[src/rtl/io_pkg.sv]
// Shared constants for the conditioned switch/key input word read by the LSU.
package io_pkg;

  localparam int unsigned IO_WORD_W  = 32;
  localparam int unsigned SW_LSB     = 0;
  localparam int unsigned KEY_LSB    = 20;
  localparam int unsigned STICKY_LSB = 24;

  localparam logic [IO_WORD_W-1:0] IO_SW_ADDR = 32'h1001_0000;

endpackage

[src/rtl/debounce_bit.sv]
// One raw input bit: 2-flop synchronizer, saturating stability counter and
// the accepted (stable) level.
module debounce_bit #(
  parameter int unsigned DEBOUNCE_CYCLES = 50000,
  parameter logic        RESET_VAL       = 1'b0
) (
  input  logic i_clk,
  input  logic i_reset,
  input  logic i_raw,
  output logic o_stable
);

  localparam int unsigned     CNT_W   = $clog2(DEBOUNCE_CYCLES);
  localparam logic [CNT_W-1:0] CNT_MAX = CNT_W'(DEBOUNCE_CYCLES - 1);

  logic             r_sync1;
  logic             r_sync2;
  logic             r_stable;
  logic [CNT_W-1:0] r_cnt;

  always_ff @(posedge i_clk or negedge i_reset) begin
    if (!i_reset) begin
      r_sync1 <= RESET_VAL;
      r_sync2 <= RESET_VAL;
    end else begin
      r_sync1 <= i_raw;
      r_sync2 <= r_sync1;
    end
  end

  // Accept a new level only after DEBOUNCE_CYCLES consecutive differing samples.
  always_ff @(posedge i_clk or negedge i_reset) begin
    if (!i_reset) begin
      r_cnt    <= '0;
      r_stable <= RESET_VAL;
    end else if (r_sync2 == r_stable) begin
      r_cnt <= '0;
    end else if (r_cnt == CNT_MAX) begin
      r_stable <= r_sync2;
      r_cnt    <= '0;
    end else begin
      r_cnt <= r_cnt + CNT_W'(1);
    end
  end

  assign o_stable = r_stable;

endmodule

[src/rtl/io_input_cond.sv]
// Switch/button conditioning: debounce every raw bit, detect key presses,
// keep sticky press flags and pack everything into the LSU input word.
module io_input_cond
  import io_pkg::*;
#(
  parameter int unsigned DEBOUNCE_CYCLES = 50000,
  parameter int unsigned SW_WIDTH        = 18,
  parameter int unsigned KEY_WIDTH       = 4
) (
  input  logic                 i_clk,
  input  logic                 i_reset,
  input  logic [SW_WIDTH-1:0]  i_sw_raw,
  input  logic [KEY_WIDTH-1:0] i_key_raw_n,
  input  logic                 i_clr,
  input  logic [KEY_WIDTH-1:0] i_clr_mask,
  output logic [31:0]          o_io_sw,
  output logic [KEY_WIDTH-1:0] o_key_evt
);

  localparam int unsigned NB = SW_WIDTH + KEY_WIDTH;

  logic [NB-1:0]        w_raw;
  logic [NB-1:0]        w_stable;
  logic [KEY_WIDTH-1:0] w_key_pressed;
  logic [KEY_WIDTH-1:0] w_clr_bits;
  logic [31:0]          w_io_sw;

  logic [SW_WIDTH-1:0]  r_sw_lvl;
  logic [KEY_WIDTH-1:0] r_key_lvl;
  logic [KEY_WIDTH-1:0] r_key_evt;
  logic [KEY_WIDTH-1:0] r_sticky;

  assign w_raw = {i_key_raw_n, i_sw_raw};

  // Keys reset to their released raw level (1), switches to 0.
  for (genvar g = 0; g < NB; g++) begin : g_db
    debounce_bit #(
      .DEBOUNCE_CYCLES (DEBOUNCE_CYCLES),
      .RESET_VAL       ((g >= SW_WIDTH) ? 1'b1 : 1'b0)
    ) u_db (
      .i_clk    (i_clk),
      .i_reset  (i_reset),
      .i_raw    (w_raw[g]),
      .o_stable (w_stable[g])
    );
  end

  assign w_key_pressed = ~w_stable[NB-1:SW_WIDTH];
  assign w_clr_bits    = i_clr ? i_clr_mask : '0;

  // A press event in the same cycle as a clear keeps the flag set.
  always_ff @(posedge i_clk or negedge i_reset) begin
    if (!i_reset) begin
      r_sw_lvl  <= '0;
      r_key_lvl <= '0;
      r_key_evt <= '0;
      r_sticky  <= '0;
    end else begin
      r_sw_lvl  <= w_stable[SW_WIDTH-1:0];
      r_key_lvl <= w_key_pressed;
      r_key_evt <= w_key_pressed & ~r_key_lvl;
      r_sticky  <= (r_sticky & ~w_clr_bits) | r_key_evt;
    end
  end

  always_comb begin
    w_io_sw = '0;
    w_io_sw[SW_LSB +: SW_WIDTH]      = r_sw_lvl;
    w_io_sw[KEY_LSB +: KEY_WIDTH]    = r_key_lvl;
    w_io_sw[STICKY_LSB +: KEY_WIDTH] = r_sticky;
  end

  assign o_io_sw   = w_io_sw;
  assign o_key_evt = r_key_evt;

endmodule

[config.mk]
export PLATFORM = sky130hd
export DESIGN_NAME = io_input_cond
export DESIGN_NICKNAME = d
export VERILOG_FILES = /design/src/rtl/io_pkg.sv /design/src/rtl/debounce_bit.sv /design/src/rtl/io_input_cond.sv
export SDC_FILE = /design/constraint.sdc
export NUM_CORES = 1
export LEC_CHECK = 0
export ABC_AREA = 1
export CAP_MARGIN = 0
export CORE_ASPECT_RATIO = 0.9
export CORE_MARGIN = 10
export CORE_UTILIZATION = 56
export CTS_BUF_LIST = sky130_fd_sc_hd__clkbuf_8
export CTS_CLUSTER_SIZE = 14
export DETAILED_ROUTE_END_ITERATION = 12
export PLACE_DENSITY = 0.83
export SLEW_MARGIN = 20
export SYNTH_ARGS = -nofsm -noshare
export SYNTH_HDL_FRONTEND = slang
export SYNTH_HIERARCHICAL = 1
export SYNTH_SLANG_ARGS = --single-unit
[constraint.sdc]
create_clock -name i_clk -period 2 [get_ports i_clk]
set_clock_uncertainty 0.2 [all_clocks]
set_input_delay 0.4 -clock i_clk [delete_from_list [all_inputs] [get_ports i_clk]]
set_output_delay 0.4 -clock i_clk [all_outputs]
set_load 0.005 [all_outputs]
; ---- Yosys cells after proc, flatten, opt, wreduce, memory -nomap -nowiden
; Index checks and enable logic that the tools add are counted.
[classes]
n_mux = 45
n_bitwise = 28
n_reduce_logical = 22
n_eq_ne = 44
add_sub_neg = 22
[ops]
columns = op, count
row1 = $mux W16, 44
row2 = $add A16 B1 Y16 const B, 22
row3 = $eq A16 B16 Y1 const B, 22
row4 = $reduce_and A2 Y1, 22
row5 = $eq A1 B1 Y1, 22
row6 = $not A1 Y1, 22
row7 = $not A4 Y4, 3
row8 = $and A4 B4 Y4, 2
row9 = $mux W4, 1
row10 = $or A4 B4 Y4, 1
[word_totals]
ff_bits = 448
in_bits = 29
elab_cells = 253
output_inout_bits = 36

; ---- Depth between registers and ports, before layout
; Gate-level depths: netlist of the first run.
[depth]
depth_word = 4
ltp_mapped = 7
mapped_depth_nobuf = 7

; ---- Modules after synthesis
; The synthesis of the first run kept the hierarchy.
[modules_own_cells]
columns = mod, n_inst, area_per_inst_um2, seq_area_each_um2, cells_each
row1 = debounce_bit (g_db[0].u_db ...), 18, 1029.7, 475.5, 122
row2 = debounce_bit (g_db[18].u_db ...), 4, 1033.5, 479.2, 122
row3 = io_input_cond, 1, 889.6, 750.7, 61

; ---- Worst setup path after synthesis of the first run
; No wires, ideal clock.
[synth_path]
kind = register to register
from = reg g_db[0].u_db.r_cnt[0]
to = reg g_db[0].u_db.r_cnt[8]
setup_ps = 119
path_slack_ps = 562
arrival_time_ps = 1120
path_buffers = 0
t_required_ps = 1681
synth_period_minus_slack_ps = 1438
path_stages_with_launch = 7
path_cell_list = dfrtp_1 > ha_1 > nand3_4 > nor3_4 > nand2_2 > nand2_2 > nor2_1
[synth_via]
elab_chain_cells = 3
elab_cells_between_ends = 4
classes_between = add/sub (1) / eq/ne (1) / mux (2)
[synth_lines]
columns = item, line_no
row1 = start: declaration, debounce_bit.sv:19  ; logic [CNT_W-1:0] r_cnt;
row2 = start signal: assignment, debounce_bit.sv:42  ; r_cnt <= r_cnt + CNT_W'(1);
row3 = $add A16 B1 Y16 or $eq A16 B16 Y1 (tied branches), "debounce_bit.sv:42, debounce_bit.sv:38"
row4 = $mux W16 *, debounce_bit.sv:38  ; end else if (r_cnt == CNT_MAX) begin
row5 = $mux W16 *, debounce_bit.sv:36  ; end else if (r_sync2 == r_stable) begin
; Mark *: on every way between the ends. The rest lies on a longest branch, timed or not.
; A chain may end at the register's enable or synchronous reset.

; ---- Final worst setup path of the first run
[layout_path]
from = reg r_sw_lvl[4]
to = out o_io_sw[4]
[layout_rtl]
columns = item, line_no
row1 = start: declaration, io_input_cond.sv:28  ; logic [SW_WIDTH-1:0] r_sw_lvl;
row2 = start signal: assignment, io_input_cond.sv:59  ; r_sw_lvl <= w_stable[SW_WIDTH-1:0];
row3 = end: declaration, io_input_cond.sv:16  ; output logic [31:0] o_io_sw,
; No word-level cell between the ends.

==> flow_summary.ini, run 1 <==
[outcome]
outcome = completed

[synthesis]
synth_top_area_cell = dfrtp_1
synth.top_cell.area_share = 0.463
synth.area.top_cells = dfrtp_1 46%, nor2_1 11%, nand2_1 6.2%
netlist_area_sq_um = 23600
syn_inst = 2745
synth_cell_types = 22
synth_seq_cells = 448
synth.cells.most_frequent = 686 x nor2_1, 436 x dfrtp_1, 386 x nand2_1
syn_avg_cell_area_sq_um = 8.58
synth_edf_count = 0
seq_area_frac_synth = 0.476
synth_most_common_cell = nor2_1
synth_ff_type = dfrtp_1
synthArstFlopShare = 1.00
yosys_warnings = 6

[drt]
vias_per_cell = 5.13
drt-wirelength-per-cell_um = 13.2
drt_iter0_drc = 1046
num_vias = 18100
wirelength_um = 46800
drt_pass1_iterations = 6
post-route-drc-count = 0
final_antenna_net_count = 0

[placement]
dp_cells = 3371
post-place-ws_ps = 366
portBuffers = 58
place_congestion = 0.905
hpwl_um = 33700

[critical_path]
end_kind = output pin
cp_data_arrival_time_ps = 1320
cp_max_fo = 1
crit_slowest_cell = dfrtp_1
rrSetupSlack_ps = 360
startpoint_type = flip-flop
r2r_end = g_db[10].u_db/r_cnt[8]
startpoint = r_sw_lvl[4]
worstRegToRegCells = 6
critical_path.cell_chain = dlygate4sd2_1
critical-path-top-delay-family = flip-flops
endpoint = o_io_sw[4]
reg2reg_from = g_db[10].u_db/r_cnt[0]
crit_path_max_incr_delay_ps = 400
path_depth = 1
worstPathRequired_ps = 1400
crit_buf_inv = 1
critPathKind = flip-flop to output pin

[timing]
finalHoldViolCount = 0
tns_ps = 0
period_needed_ps = 1920
slew_viol_final = 0
min_period_over_period = 0.961
slew_headroom = 0.476
final-setup-viol-count = 0
worst_slack_ps = 77.2
worst_slew_pin_slew_ps = 784
rsz0062_at_grt = false
fmax_ghz = 0.520

[finish]
drive_above_1_share = 0.165
area_growth_pct = 13.7
regArea_sq_um = 11200
final_cells = 3532
nNetsFinal = 2980
antenna_cells = 0
nFillCells = 3300
multiInputGateArea_sq_um = 11100

[cts]
post_cts_buffers = 0
clk_pin_slew_ps = 60
clkLatencyLatePin_ps = 640
cts_buffer_depth = 3
cts_made_buffers = 77
cts_tree = built
htree_levels = 3
cts-root-buf = clkbuf_8
cts.sinks = 448

[global_routing]
grt_first_pass_wirelength_um = 82700
overflow = 0
antenna_found_initial = 0
grt_pass1_vias = 18400
grt.total_usage = 0.186
grt_start_max_net_pins = 63

[hold_path]
hold_class = flip-flop to flip-flop
hp-start = g_db[12].u_db/r_sync1

[die]
die_h_um = 215
io_pins = 65
die_w_um = 236
coreArea_sq_um = 41700
num_rows = 71
initial_utilization = 0.565
design.die.area_sq_um = 50700

[power]
pwr_density_cell_nw_per_um2 = 674
leakage_nw = 13.3
vdd_drop_max_v = 0.000556

[flow_run]
maxCapViolCount = 0
## flip-flops by register name, summed over array words and instances, names as in the netlist
name,flops
g_db.u_db/r_sync2,22
r_sw_lvl,18
g_db.u_db/o_stable,22
g_db.u_db/r_sync1,22
g_db.u_db/r_cnt,352
o_key_evt,4
r_key_lvl,4
r_sticky,4
## cells in the final DEF (no fill, tap or decap), types with 11 or more instances in the layout
| cell | netlist | routed |
|---|---|---|
| a31oi_1 | 44 | 44 |
| nand3_4 | 22 | 22 |
| ha_1 | 22 | 22 |
| nand2_2 | 154 | 154 |
| xor2_1 | 154 | 154 |
| xnor2_1 | 44 | 44 |
| nor2_4 | 22 | 22 |
| xor2_2 | 22 | 22 |
| o21bai_2 | 22 | 22 |
| dfrtp_1 | 436 | 436 |
| clkdlybuf4s50_1 | 0 | 27 |
| nor2_1 | 686 | 686 |
| a21oi_1 | 44 | 44 |
| nand2_1 | 386 | 386 |
| dlygate4sd3_1 | 0 | 26 |
| nand4_1 | 44 | 44 |
| clkinv_2 | 0 | 11 |
| clkbuf_8 | 0 | 92 |
| buf_4 | 6 | 12 |
| nor2_2 | 44 | 44 |
| inv_1 | 294 | 322 |
| dlygate4sd2_1 | 0 | 30 |
| nand3_1 | 220 | 220 |
| dfstp_2 | 12 | 12 |
| nor3_4 | 44 | 44 |
| inv_2 | 22 | 22 |
## cell families after synthesis
family	count (synthesis)	share of synthesized area
other	1	0.000159
buffers and inverters	322	0.0523
XOR/XNOR	220	0.0888
AND/OR/NAND/NOR	1622	0.339
adder cells (fa/ha/maj)	22	0.0117
flip-flops	448	0.476
AO/OA/AOI/OAI	110	0.0315
## final cells by class
| class | count | area share |
|---|---|---|
| clock buffer | 92 | 0.0473 |
| tap | 547 | 0.0255 |
| multi-input combinational | 1980 | 0.415 |
| sequential | 448 | 0.419 |
| timing repair buffer | 106 | 0.0410 |
| clock inverter | 43 | 0.00803 |
| inverter | 316 | 0.0443 |
## power breakdown
part / internal [mW] / switching [mW]
logic: 0.303 / 0.479
clock network: 4.29 / 3.61
registers: 9.23 / 0.154
total: 13.8 / 4.25
## through the flow
stage          utilization  instance area, sq um  hold WS (ps)  total power [mW]
6_report             0.643                 26800           142              18.1
5_1_grt              0.643                 26800           140              19.0
4_1_cts              0.643                 26800          94.4              18.4
3_5_place_dp         0.602                 25100           108              10.3
3_3_place_gp         0.602                 25100           106              10.2
2_1_floorplan            -                 23600         -95.6              9.88
## layer usage
metal,part of all wire,vias to the layer above,global-route usage
li1,-,8974,-
met1,0.45,8671,0.237
met2,0.48,392,0.310
met3,0.048,79,0.0405
met4,0.021,0,0.0634
met5,0,-,0
## timing repair
| action | in CTS | in global routing |
|---|---|---|
| gates resized for setup | 30 | 0 |
| setup endpoints to repair | 30 | 0 |
| hold buffers | 26 | 0 |
| endpoints found under the hold margin | 412 | 0 |
## worst min-delay path by stage
stage	to	slack, ps	cells past startpoint
CTS	r_sticky[0]	90	4
floorplan	g_db[0].u_db/o_stable	-100	0
detailed placement	g_db[13].u_db/r_cnt[14]	110	1
global route	r_sticky[0]	140	4
finish	g_db[12].u_db/r_sync2	140	0
global placement	g_db[13].u_db/r_cnt[13]	110	1
Note: power is estimated with default switching activity, not from simulation.
==> inputs of run 2 (changes only) <==
--- a/config.mk
+++ b/config.mk
@@ -7,7 +7,7 @@
 export LEC_CHECK = 0
 export ABC_AREA = 1
 export CAP_MARGIN = 0
-export CORE_ASPECT_RATIO = 0.9
+export CORE_ASPECT_RATIO = 0.5
 export CORE_MARGIN = 10
 export CORE_UTILIZATION = 56
 export CTS_BUF_LIST = sky130_fd_sc_hd__clkbuf_8
==> run 2 against run 1 <==
Net effect: fmax is 3.1% higher; die area up 0.96%; clock power decreased by 9.2%; sequential share of layout area grew 0.45 points; global-route usage shrank 0.35 points; critical path depth is the same; critical endpoint is now o_io_sw[3]; hold slack got worse by 94 ps; largest cell class unchanged; first-iteration DRC count shrank 0.29%.
==> flow_summary.ini, run 2 (synthesis results as in run 1) <==
[outcome]
outcome = completed

[timing]
slew_viol_final = 0
rsz0062_at_grt = false
fmax_ghz = 0.536
min_period_over_period = 0.932
tns_ps = 0
period_needed_ps = 1860
finalHoldViolCount = 0
whs_ps = 48.6
worst_slack_ps = 136
final-setup-viol-count = 0

[flow_run]
maxCapViolCount = 0

[cts]
cts_tree = built
cts_buffer_depth = 3
cts.sinks = 448
cts_made_buffers = 67
cts-root-buf = clkbuf_8
clk_pin_slew_ps = 70
htree_levels = 3
clkLatencyLatePin_ps = 620

[placement]
portBuffers = 58
hpwl_um = 33100
place_congestion = 0.894
post-place-ws_ps = 376
dp_cells = 3363

[drt]
num_vias = 17800
vias_per_cell = 5.10
final_antenna_net_count = 0
drt_pass1_iterations = 7
drt_iter0_drc = 1043
drt-wirelength-per-cell_um = 13.0
wirelength_um = 45300
post-route-drc-count = 0

[global_routing]
grt_pass1_vias = 18100
grt.total_usage = 0.183
grt_first_pass_wirelength_um = 80400
overflow = 0
grt_start_max_net_pins = 70
antenna_found_initial = 0

[finish]
nNetsFinal = 2961
drive_above_1_share = 0.162
final_common_cell = nor2_1
antenna_cells = 0
area_growth_pct = 12.5
final_cell_mix = 686 x nor2_1, 436 x dfrtp_1, 386 x nand2_1, 315 x inv_1, 220 x nand3_1
final_cells = 3494
largest_register_ffs = 352
largest_register = g_db.u_db/r_cnt

[power]
pwr_density_cell_nw_per_um2 = 653
p_total_mw = 17.3
vdd_drop_max_v = 0.000417
leakage_nw = 13.1

[critical_path]
end_kind = output pin
crit_path_max_incr_delay_ps = 380
cp_data_arrival_time_ps = 1260
worstPathRequired_ps = 1400
startpoint_type = flip-flop
critical_path.cell_chain = dlygate4sd2_1
critPathKind = flip-flop to output pin
cp_max_fo = 1
crit_slowest_cell = dfrtp_1
crit_buf_inv = 1
critical-path-top-delay-family = flip-flops

[die]
io_pins = 65
coreArea_sq_um = 41000
die_h_um = 165
initial_utilization = 0.575
design.die.area_sq_um = 51200
die_w_um = 310
num_rows = 52

[hold_path]
hold_class = input pin to flip-flop
-- run 2: metrics by stage --
stage / util / area, sq um
6_report: 0.647 / 26500
5_1_grt: 0.647 / 26500
4_1_cts: 0.647 / 26500
3_5_place_dp: 0.612 / 25100
3_3_place_gp: 0.612 / 25100
2_1_floorplan: - / 23600
-- run 2: layer usage --
layer  wire (um)  global-route usage  share of wire
met5           0                   0              0
met4         913              0.0603          0.020
met3        1760              0.0313          0.039
met1       20000               0.226           0.44
met2       22700               0.323           0.50
-- run 2: what timing repair did --
item                       CTS  global route
hold endpoints to repair   442             0
hold buffers                18             0
buffers inserted             0             0
gates resized for setup     30             0
setup endpoints to repair   30             0
-- run 2: worst paths after layout --
| check | startpoint | to | slack [ps] | cells after the start |
|---|---|---|---|---|
| setup / recovery | r_sw_lvl[3] | o_io_sw[3] | 140 | 1 |
| hold / removal | i_sw_raw[10] | g_db[10].u_db/r_sync1 | 50 | 1 |
| setup reg to reg | g_db[11].u_db/r_cnt[0] | g_db[11].u_db/r_cnt[14] | 350 | 6 |
| hold reg to reg | g_db[3].u_db/r_sync1 | g_db[3].u_db/r_sync2 | 140 | 0 |
| max in group asynchronous | i_reset | r_sw_lvl[6] | 840 | 4 |
| min in group asynchronous | i_reset | g_db[12].u_db/r_cnt[11] | 70 | 2 |
-- run 2: worst reg2reg max path, cell delays in order (launching register included) --
cell	delay (ps)
dfrtp_1	390
ha_1	240
nand3_4	140
nor2_1	290
nand4_1	120
nand3_1	110
nor2_1	50
-- run 2: layout make-up --
| type | count | area (sq um) |
|---|---|---|
| Multi-Input combinational cell | 1980 | 11100 |
| Sequential cell | 448 | 11200 |
| Clock buffer | 84 | 1160 |
| Tap cell | 540 | 676 |
| Inverter | 316 | 1190 |
| Clock inverter | 29 | 124 |
| Fill cell | 3233 | 14500 |
| Timing Repair Buffer | 97 | 1020 |
-- run 2: where the power goes --
| group | internal, mW | leakage, nW | switching (mW) |
|---|---|---|---|
| Combinational | 0.295 | 6.33 | 0.468 |
| Clock | 3.76 | 0.740 | 3.41 |
| Sequential | 9.22 | 6.06 | 0.152 |
| Total | 13.3 | 13.1 | 4.03 |
